## src/rtl/adder_display_scan.sv

```systemverilog
// adder_display_scan: WIDTH-bit adder with carry-in and a registered result.
// The result is shown on a time-multiplexed, multi-digit hex seven-segment
// display. Leading-zero blanking is optional.
//
// Capture modes on go (S):
//   00 sum         R <= A + B + Cin, full WIDTH+1-bit result
//   01 carry-only  R <= carry-out of A + B + Cin
//   10 accumulate  R <= R[WIDTH-1:0] + A + Cin; the new carry lands in R[WIDTH]
//   11 clear       R <= 0
module adder_display_scan #(
  parameter int WIDTH       = 8,
  parameter int DIGITS      = 3,
  parameter int REFRESH_DIV = 50000,
  parameter int BLANK_LZ    = 1
) (
  input  logic              clk,
  input  logic              rst,
  input  logic [WIDTH-1:0]  A,
  input  logic [WIDTH-1:0]  B,
  input  logic              Cin,
  input  logic [1:0]        S,
  input  logic              go,
  output logic [WIDTH:0]    result,
  output logic              valid,
  output logic [DIGITS-1:0] an,
  output logic [6:0]        seg
);

  localparam int RW = WIDTH + 1;
  localparam int DW = DIGITS * 4;
  localparam int CW = (REFRESH_DIV > 1) ? $clog2(REFRESH_DIV) : 1;
  localparam int IW = (DIGITS > 1) ? $clog2(DIGITS) : 1;

  // Reject parameter sets that cannot display the full result or cannot scan.
  generate
    if (DW < RW) begin : g_bad_digits
      $error("adder_display_scan: DIGITS*4 must be >= WIDTH+1");
    end
    if (REFRESH_DIV < 1) begin : g_bad_refresh
      $error("adder_display_scan: REFRESH_DIV must be >= 1");
    end
  endgenerate

  logic [RW-1:0] r_q, r_d;
  logic          valid_q, valid_d;
  logic [CW-1:0] cnt_q, cnt_d;
  logic [IW-1:0] idx_q, idx_d;

  logic [RW-1:0] sum_full;
  logic [RW-1:0] acc_full;

  // Compute the next result from the mode. Accumulate drops the old carry bit.
  always_comb begin
    sum_full = RW'(A) + RW'(B) + RW'(Cin);
    acc_full = RW'(r_q[WIDTH-1:0]) + RW'(A) + RW'(Cin);
    r_d      = r_q;
    valid_d  = go;
    if (go) begin
      case (S)
        2'b00:   r_d = sum_full;
        2'b01:   r_d = RW'(sum_full[WIDTH]);
        2'b10:   r_d = acc_full;
        default: r_d = '0;
      endcase
    end
  end

  // Advance the refresh counter. On its wrap, step the digit index, which
  // wraps from DIGITS-1 back to 0.
  always_comb begin
    cnt_d = cnt_q + CW'(1);
    idx_d = idx_q;
    if (cnt_q == CW'(REFRESH_DIV - 1)) begin
      cnt_d = '0;
      if (idx_q == IW'(DIGITS - 1)) begin
        idx_d = '0;
      end else begin
        idx_d = idx_q + IW'(1);
      end
    end
  end

  // Hold the result, the valid strobe and the scan position. Async reset wins over go.
  always_ff @(posedge clk or posedge rst) begin
    if (rst) begin
      r_q     <= '0;
      valid_q <= 1'b0;
      cnt_q   <= '0;
      idx_q   <= '0;
    end else begin
      r_q     <= r_d;
      valid_q <= valid_d;
      cnt_q   <= cnt_d;
      idx_q   <= idx_d;
    end
  end

  logic [DW-1:0]     r_ext;
  logic [DIGITS-1:0] zero_from;
  logic              above_nz;
  logic [3:0]        nib;
  logic              blank;
  logic [DIGITS-1:0] an_c;
  logic [6:0]        seg_hex;

  // Select the active nibble and its anode. A digit above 0 blanks when it and
  // every higher nibble are zero.
  always_comb begin
    r_ext     = DW'(r_q);
    above_nz  = 1'b0;
    zero_from = '0;
    nib       = 4'h0;
    blank     = 1'b0;
    an_c      = '1;
    for (int k = DIGITS - 1; k >= 0; k--) begin
      above_nz     = above_nz | (r_ext[k*4 +: 4] != 4'h0);
      zero_from[k] = ~above_nz;
    end
    for (int k = 0; k < DIGITS; k++) begin
      if (idx_q == IW'(k)) begin
        nib     = r_ext[k*4 +: 4];
        blank   = (BLANK_LZ != 0) && (k != 0) && zero_from[k];
        an_c[k] = 1'b0;
      end
    end
  end

  // Decode the hex nibble to active-low segments {g,f,e,d,c,b,a}.
  always_comb begin
    case (nib)
      4'h0:    seg_hex = 7'b1000000;
      4'h1:    seg_hex = 7'b1111001;
      4'h2:    seg_hex = 7'b0100100;
      4'h3:    seg_hex = 7'b0110000;
      4'h4:    seg_hex = 7'b0011001;
      4'h5:    seg_hex = 7'b0010010;
      4'h6:    seg_hex = 7'b0000010;
      4'h7:    seg_hex = 7'b1111000;
      4'h8:    seg_hex = 7'b0000000;
      4'h9:    seg_hex = 7'b0010000;
      4'hA:    seg_hex = 7'b0001000;
      4'hB:    seg_hex = 7'b0000011;
      4'hC:    seg_hex = 7'b1000110;
      4'hD:    seg_hex = 7'b0100001;
      4'hE:    seg_hex = 7'b0000110;
      default: seg_hex = 7'b0001110;
    endcase
  end

  assign result = r_q;
  assign valid  = valid_q;
  assign an     = an_c;
  assign seg    = blank ? 7'b1111111 : seg_hex;

endmodule
```

## config.mk

```make
export PLATFORM = sky130hd
export DESIGN_NAME = adder_display_scan
export DESIGN_NICKNAME = d
export VERILOG_FILES = /design/src/rtl/adder_display_scan.sv
export SDC_FILE = /design/constraint.sdc
export NUM_CORES = 1
export LEC_CHECK = 0
export BUFFER_PORTS_ARGS = -buffer_cell sky130_fd_sc_hd__buf_2
export CORE_MARGIN = 4
export CORE_UTILIZATION = 30
export CTS_BUF_LIST = sky130_fd_sc_hd__clkbuf_4
export CTS_CLUSTER_DIAMETER = 80
export DETAILED_ROUTE_END_ITERATION = 12
export SYNTH_ARGS = -nofsm -noshare
export SYNTH_HDL_FRONTEND = slang
export SYNTH_SLANG_ARGS = --single-unit
```

## constraint.sdc

```tcl
create_clock -name clk -period 4.55 [get_ports clk]
set_input_delay 0.2275 -clock clk [delete_from_list [all_inputs] [get_ports clk]]
set_output_delay 0.2275 -clock clk [all_outputs]
set_load 0.02 [all_outputs]
```

==> results.cfg, run 1 <==
[synth]
synth_common_cells = sky130_fd_sc_hd__nor2_1, sky130_fd_sc_hd__dfrtp_1, sky130_fd_sc_hd__ha_1
synth.lib_cells_used.distinct = 45
postSynth.topFlopCell = sky130_fd_sc_hd__dfrtp_1
synthesis.nets = 295
post_synth_top_area_cell = sky130_fd_sc_hd__dfrtp_1
number_of_instances_in_the_synthesized_netlist = 248
postSynthRegisterBits = 28
async_reset_ff_frac = 1.00
yosys.area.top_type_share = 0.315
synth_most_common_cell = sky130_fd_sc_hd__nor2_1
synth.yosys.seq_area_share = 0.315
yosys-top-cells-area = sky130_fd_sc_hd__dfrtp_1, sky130_fd_sc_hd__ha_1, sky130_fd_sc_hd__nor2_1
netlist_area_mm2 = 0.00222
average_cell_area_after_synthesis_um2 = 8.97
number_of_synthesized_flops_with_an_enable_pin = 0
ys_warn_count = 0

[sta]
report.final.slew_viol_count = 0
setup-tns-final_ps = 0
hold_slack_ps = 63.7
fmax_mhz = 352
worst-slew-pin-transition_ps = 1010
finalWorstPathRequiredPeriod_ps = 2840
grt_setup_unrepaired = false
slew_headroom = 0.325
timing.final.hold_violations = 0
timing.clock.skew_ps = 1.39
period_share = 0.624
setup_viol_count_final = 0

[detailed_routing]
avgViaCountPerCell = 4.71
avgRoutedWirePerCell_um = 12.3
drt_wl_total_um = 4770
drtIter0Drc = 49
drtPass1Iterations = 4
routed-via-count = 1823
drcViolationCount = 0
postRouteAntennaNets = 0

[global_route]
global_route_wire_length_before_repair_um = 8200
largest_net_degree_at_the_start_of_global_routing = 29
vias_in_the_first_global_route = 1824
antenna_found_initial = 0
global_route.usage.total = 0.113
globalRouteOverflowTotal = 0

[cts]
numCtsBuffers = 3
clk-insertion-delay-late_ps = 320
tritoncts = done
post_cts_resized = 0
clk_pin_slew_ps = 140
post_cts.repair.setup_buffers = 0
holdBufCountCts = 0
cts_root_buffer = sky130_fd_sc_hd__clkbuf_4
ctsLongestPathBuffers = 2
cts.sinks = 28
htree_num_levels = 1

[place]
gp_congestion = 0.811
port_bufs = 41
hpwl_um = 3950

[worst_setup_path]
cp_top_family = compound AO/OA/AOI/OAI gates
worst-endpoint-required_ps = 4320
wp_data_arrival_ps = 2610
crit_path_cell_trace = mux2i_1, nor2_1, a31oi_1, inv_1, ha_1, nand2_1, o21ai_0, o21ai_0, nand2_1, buf_2
timing.setup.critical_path_class = reg2out
path_buf_inv = 2
timing.critical_path.slowest_cell_delay_ps = 540
kind_of_start_point_of_the_critical_path = register
timing.critical_path.fanout_max = 8
crit_path_top_delay_cell = sky130_fd_sc_hd__dfrtp_1
endpoint_kind = primary output

[job]
max_cap_viol_count = 0

[final_layout]
fillerInstances = 782
layout_cell_share_with_drive_strength_beyond_1 = 0.181
fin_nets = 336
diodes_inserted = 0
layout-area-overhead-vs-synth_pct = 14.8

[floorplanning]
std_cell_rows = 31
die_width_um = 94.1
initial_utilization = 0.308
fp.dieH_um = 94.1
die_area_mm2 = 0.00885
io_pins = 42
core_region_area_mm2 = 0.00721

[power]
power_per_cell_area_mw_per_mm2 = 272
static-leakage-power_uw = 0.00124
ir_worst_vdd_v = 0.0000957

[min_path]
hold_path_class = in2reg

[outcome]
status = finished clean
==> worst paths after layout <==
kind / slack (ps) / cells after the start / to / start
min reg2reg: 490 / 1 / cnt_q[0] / cnt_q[0]
min: 60 / 1 / valid / go
max reg2reg: 2350 / 7 / result[7] / result[0]
max in group asynchronous: 3820 / 2 / cnt_q[7] / rst
min in group asynchronous: 120 / 2 / valid / rst
max: 1710 / 10 / seg[3] / idx_q[0]
==> state kept, by name, indices dropped and copies added (netlist names) <==
| name | cells |
|---|---|
| idx_q | 2 |
| valid | 1 |
| result | 9 |
| cnt_q | 16 |
==> cell type report <==
type,count,area [um2],area share
Clock buffer,3,22.5,0.00882
Clock inverter,1,3.75,0.00147
Inverter,13,48.8,0.0191
Multi-Input combinational cell,201,1440,0.564
Sequential cell,28,701,0.275
Tap cell,99,124,0.0485
Timing Repair Buffer,42,213,0.0833
==> layer usage <==
metal,part of all wire,vias to the layer above,wire (um),track usage
met1,0.46,797,2180,0.142
li1,-,972,-,-
met3,0.056,4,269,0.0224
met4,0.0084,0,40,0.0229
met5,0,-,0,0
met2,0.48,50,2280,0.200
==> stage by stage <==
step                      area [um2]  worst slack (ps)  power, uW  std cells  utilization
after CTS                       2550              1700        700        387        0.354
after detailed placement        2530              2070        600        383        0.350
after global routing            2550              1300        751        387        0.354
final                           2550              1710        695        387        0.354
after global placement          2530              2170        598        383        0.350
after floorplan                 2220              2370        512        248            -
==> report_power, final <==
| group | switching, uW | internal [uW] |
|---|---|---|
| combinational | 182 | 128 |
| clock | 69.4 | 32.1 |
| sequential | 20.6 | 263 |
==> placed cells by master (no fill, tap or decap), types with 2 or more instances in the layout <==
cell type                   netlist  final
sky130_fd_sc_hd__buf_2            2     41
sky130_fd_sc_hd__nor2_1          30     30
sky130_fd_sc_hd__dfrtp_1         28     28
sky130_fd_sc_hd__ha_1            21     21
sky130_fd_sc_hd__nand2_1         18     18
sky130_fd_sc_hd__inv_1           13     13
sky130_fd_sc_hd__a21oi_1         12     12
sky130_fd_sc_hd__xor2_1          12     12
sky130_fd_sc_hd__xnor2_1         11     11
sky130_fd_sc_hd__o21ai_0         11     11
sky130_fd_sc_hd__nand3_1         10     10
sky130_fd_sc_hd__nand2b_1         9      9
sky130_fd_sc_hd__mux2i_1          7      7
sky130_fd_sc_hd__a21o_1           6      6
sky130_fd_sc_hd__a211oi_1         6      6
sky130_fd_sc_hd__nor3_1           4      4
sky130_fd_sc_hd__fa_1             4      4
sky130_fd_sc_hd__o2bb2ai_1        3      3
sky130_fd_sc_hd__o21bai_1         3      3
sky130_fd_sc_hd__or2_2            3      3
sky130_fd_sc_hd__a31oi_1          3      3
sky130_fd_sc_hd__nand4_1          3      3
sky130_fd_sc_hd__clkbuf_4         0      3
sky130_fd_sc_hd__a221o_1          2      2
sky130_fd_sc_hd__o211ai_1         2      2
sky130_fd_sc_hd__o221ai_1         2      2
sky130_fd_sc_hd__o22ai_1          2      2
sky130_fd_sc_hd__o31ai_1          2      2
==> cells by family after synthesis <==
logic type      after synthesis  synth area share
simple gates                 86             0.184
buf+inv                      19            0.0371
compound gates               59             0.182
fa+ha+maj                    25             0.154
xor+xnor                     23            0.0906
flops                        28             0.315
mux                           8            0.0366
==> worst reg2reg max path, delay by kind of cell (launching register included) <==
kind | cells | cell delay (ps)
adder cells (fa/ha/maj) | 1 | 440
AND/OR/NAND/NOR | 2 | 190
AO/OA/AOI/OAI | 3 | 830
XOR/XNOR | 1 | 160
flip-flops | 1 | 480
No activity file was read; power rests on OpenSTA's default activity.
==> run 2: changes to the inputs <==
ABC_AREA = 1   (was default)
clock period = 2.8 ns   (was 4.55 ns; I/O delays follow)
==> run 2 against run 1 <==
Effect of this change:
- die area is 14% higher
- sequential cell count unchanged
- critical path depth is 1 lower
- register-to-register slack worse by 1500 ps
- sequential power rose by 60%
- global-route usage up 0.90 points
- via count grew 31%
- largest power group unchanged
- final cell count is 36% higher
- total power rose by 78%
- highest routed layer unchanged
- utilization rose by 0.28 points
- synthesized area rose by 16%
- clock power increased to 2.7 times the previous value
==> results.cfg, run 2 <==
[sta]
setup-tns-final_ps = 0
report.final.slew_viol_count = 0
fmax_mhz = 422
slew_headroom = 0.305
worst-slew-pin-transition_ps = 1040
grt_setup_unrepaired = false
period_share = 0.846
timing.final.hold_violations = 0
timing.clock.skew_ps = 1.13
hold_slack_ps = 22.8
finalWorstPathRequiredPeriod_ps = 2370
setup_viol_count_final = 0

[final_layout]
final_common_cell = sky130_fd_sc_hd__nand2_1
layout.cells.non_filler = 525
finalInstanceArea_mm2 = 0.00296
flip_flop_count_of_the_largest_register_after_layout = 16
layout_cell_share_with_drive_strength_beyond_1 = 0.171
layout_common_cells = sky130_fd_sc_hd__nand2_1, sky130_fd_sc_hd__inv_1, sky130_fd_sc_hd__buf_2, sky130_fd_sc_hd__nand3_1, sky130_fd_sc_hd__nor2_1
layout-area-overhead-vs-synth_pct = 15.0
diodes_inserted = 0
register_bank_with_the_most_flops = cnt_q
fin_nets = 468

[cts]
ctsLongestPathBuffers = 2
cts_root_buffer = sky130_fd_sc_hd__clkbuf_4
cts.sinks = 28
htree_num_levels = 1
post_cts.repair.setup_buffers = 0
clk-insertion-delay-late_ps = 330
numCtsBuffers = 3
holdBufCountCts = 0
clk_pin_slew_ps = 160
tritoncts = done
post_cts_resized = 0

[place]
hpwl_um = 4970
gp_congestion = 0.879
port_bufs = 41
post_dp_cell_area_mm2 = 0.00291
placed_cells_incl_taps = 521

[detailed_routing]
drtPass1Iterations = 4
routed-via-count = 2391
avgRoutedWirePerCell_um = 11.5
postRouteAntennaNets = 0
drt_wl_total_um = 6030
drtIter0Drc = 81
avgViaCountPerCell = 4.55
drcViolationCount = 0

[outcome]
status = finished clean

[worst_setup_path]
crit_path_top_delay_cell = sky130_fd_sc_hd__dfrtp_1
wp_data_arrival_ps = 2230
crit_path_cell_trace = nor2_2, inv_2, o22ai_2, inv_1, ha_1, o21ai_1, nand2_1, nand3_1, buf_2
timing.critical_path.slowest_cell_delay_ps = 470
timing.setup.critical_path_class = reg2out
timing.critical_path.fanout_max = 6
endpoint_kind = primary output
kind_of_start_point_of_the_critical_path = register
worst-endpoint-required_ps = 2660
worst-r2r-setup-slack_ps = 830
ff2ff_path_depth = 12

[synth]
post_synth_top_area_cell = sky130_fd_sc_hd__dfrtp_1
ys_warn_count = 0
synth_most_common_cell = sky130_fd_sc_hd__nand2_1
synth.yosys.seq_area_share = 0.272
postSynth.topFlopCell = sky130_fd_sc_hd__dfrtp_1
average_cell_area_after_synthesis_um2 = 6.84
yosys.area.top_type_share = 0.272
postSynthRegisterBits = 28
synthesis.nets = 423
async_reset_ff_frac = 1.00
netlist_area_mm2 = 0.00257
number_of_instances_in_the_synthesized_netlist = 376
synth.lib_cells_used.distinct = 38
yosys-top-cells-area = sky130_fd_sc_hd__dfrtp_1, sky130_fd_sc_hd__nand2_1, sky130_fd_sc_hd__ha_1
synth_common_cells = sky130_fd_sc_hd__nand2_1, sky130_fd_sc_hd__inv_1, sky130_fd_sc_hd__nand3_1
number_of_synthesized_flops_with_an_enable_pin = 0

[global_route]
global_route_wire_length_before_repair_um = 10300
global_route.usage.total = 0.122
globalRouteOverflowTotal = 0
largest_net_degree_at_the_start_of_global_routing = 29
vias_in_the_first_global_route = 2289
antenna_found_initial = 0

[power]
clock_power_share = 0.220
ir_worst_vdd_v = 0.000144
switching_share_of_power = 0.390
combinationalPowerShare = 0.415
power_per_cell_area_mw_per_mm2 = 419
power_report.internal_total_uw = 756
static-leakage-power_uw = 0.00162
part_of_the_total_power_dissipated_in_sequential_elements = 0.365
power_switching_uw = 484

[floorplanning]
fp.dieH_um = 101
io_pins = 42
core_region_area_mm2 = 0.00830
die_width_um = 101
std_cell_rows = 33
initial_utilization = 0.310
die_area_mm2 = 0.0101

[min_path]
hold_depth = 1
hold_path_class = in2reg

[job]
max_cap_viol_count = 0
## run 2: cell count changes after synthesis, moves of 9 or more
cell,previous run,this run
sky130_fd_sc_hd__inv_1,13,56
sky130_fd_sc_hd__xnor2_1,11,0
sky130_fd_sc_hd__nand2b_1,9,0
sky130_fd_sc_hd__nand2_1,18,109
sky130_fd_sc_hd__nand3_1,10,33
## run 2: worst paths after layout
| kind | end | start |
|---|---|---|
| max | seg[3] | idx_q[1] |
| min | valid | go |
| max reg2reg | result[4] | result[0] |
| min reg2reg | cnt_q[0] | cnt_q[0] |
| max in group asynchronous | result[8] | rst |
| min in group asynchronous | valid | rst |
## run 2: logic make-up after synthesis
| family | count (synthesis) | synth area share |
|---|---|---|
| compound gates | 38 | 0.0924 |
| flops | 28 | 0.272 |
| buf+inv | 65 | 0.0958 |
| xor+xnor | 7 | 0.0238 |
| simple gates | 213 | 0.383 |
| fa+ha+maj | 25 | 0.133 |
## run 2: power by group through the flow
stage | Sequential, uW | Combinational, uW | Clock [uW]
floorplan | 478 | 352 | 0
global placement | 461 | 508 | 0
detailed placement | 461 | 516 | 0
CTS | 453 | 518 | 279
global route | 456 | 592 | 295
finish | 453 | 514 | 273
## run 2: area by class of cell
type	count	area, um2
Fill cell	912	5340
Multi-Input combinational cell	283	1630
Sequential cell	28	701
Inverter	64	243
Timing Repair Buffer	41	205
Tap cell	105	131
Clock inverter	1	30.0
Clock buffer	3	22.5
## run 2: stage by stage
step                setup slack [ps]   util  total power (uW)
finish                           431  0.357              1240
global route                     255  0.357              1340
CTS                              441  0.357              1250
detailed placement               844  0.350               977
global placement                 899  0.350               969
floorplan                        923      -               829
## run 2: per-layer routing
layer | vias up | global-route usage | wire [um]
met5 | - | 0 | 0
met4 | 0 | 0.0321 | 69
met3 | 7 | 0.0201 | 315
met2 | 42 | 0.191 | 2610
met1 | 1058 | 0.174 | 3040
li1 | 1284 | - | -
## run 2: critical path, delay by kind of cell, from the launching register on
family          cells  cell delay (ps)
compound gates      2              370
fa+ha+maj           1              330
flops               1              470
buf+inv             3              380
simple gates        3              340
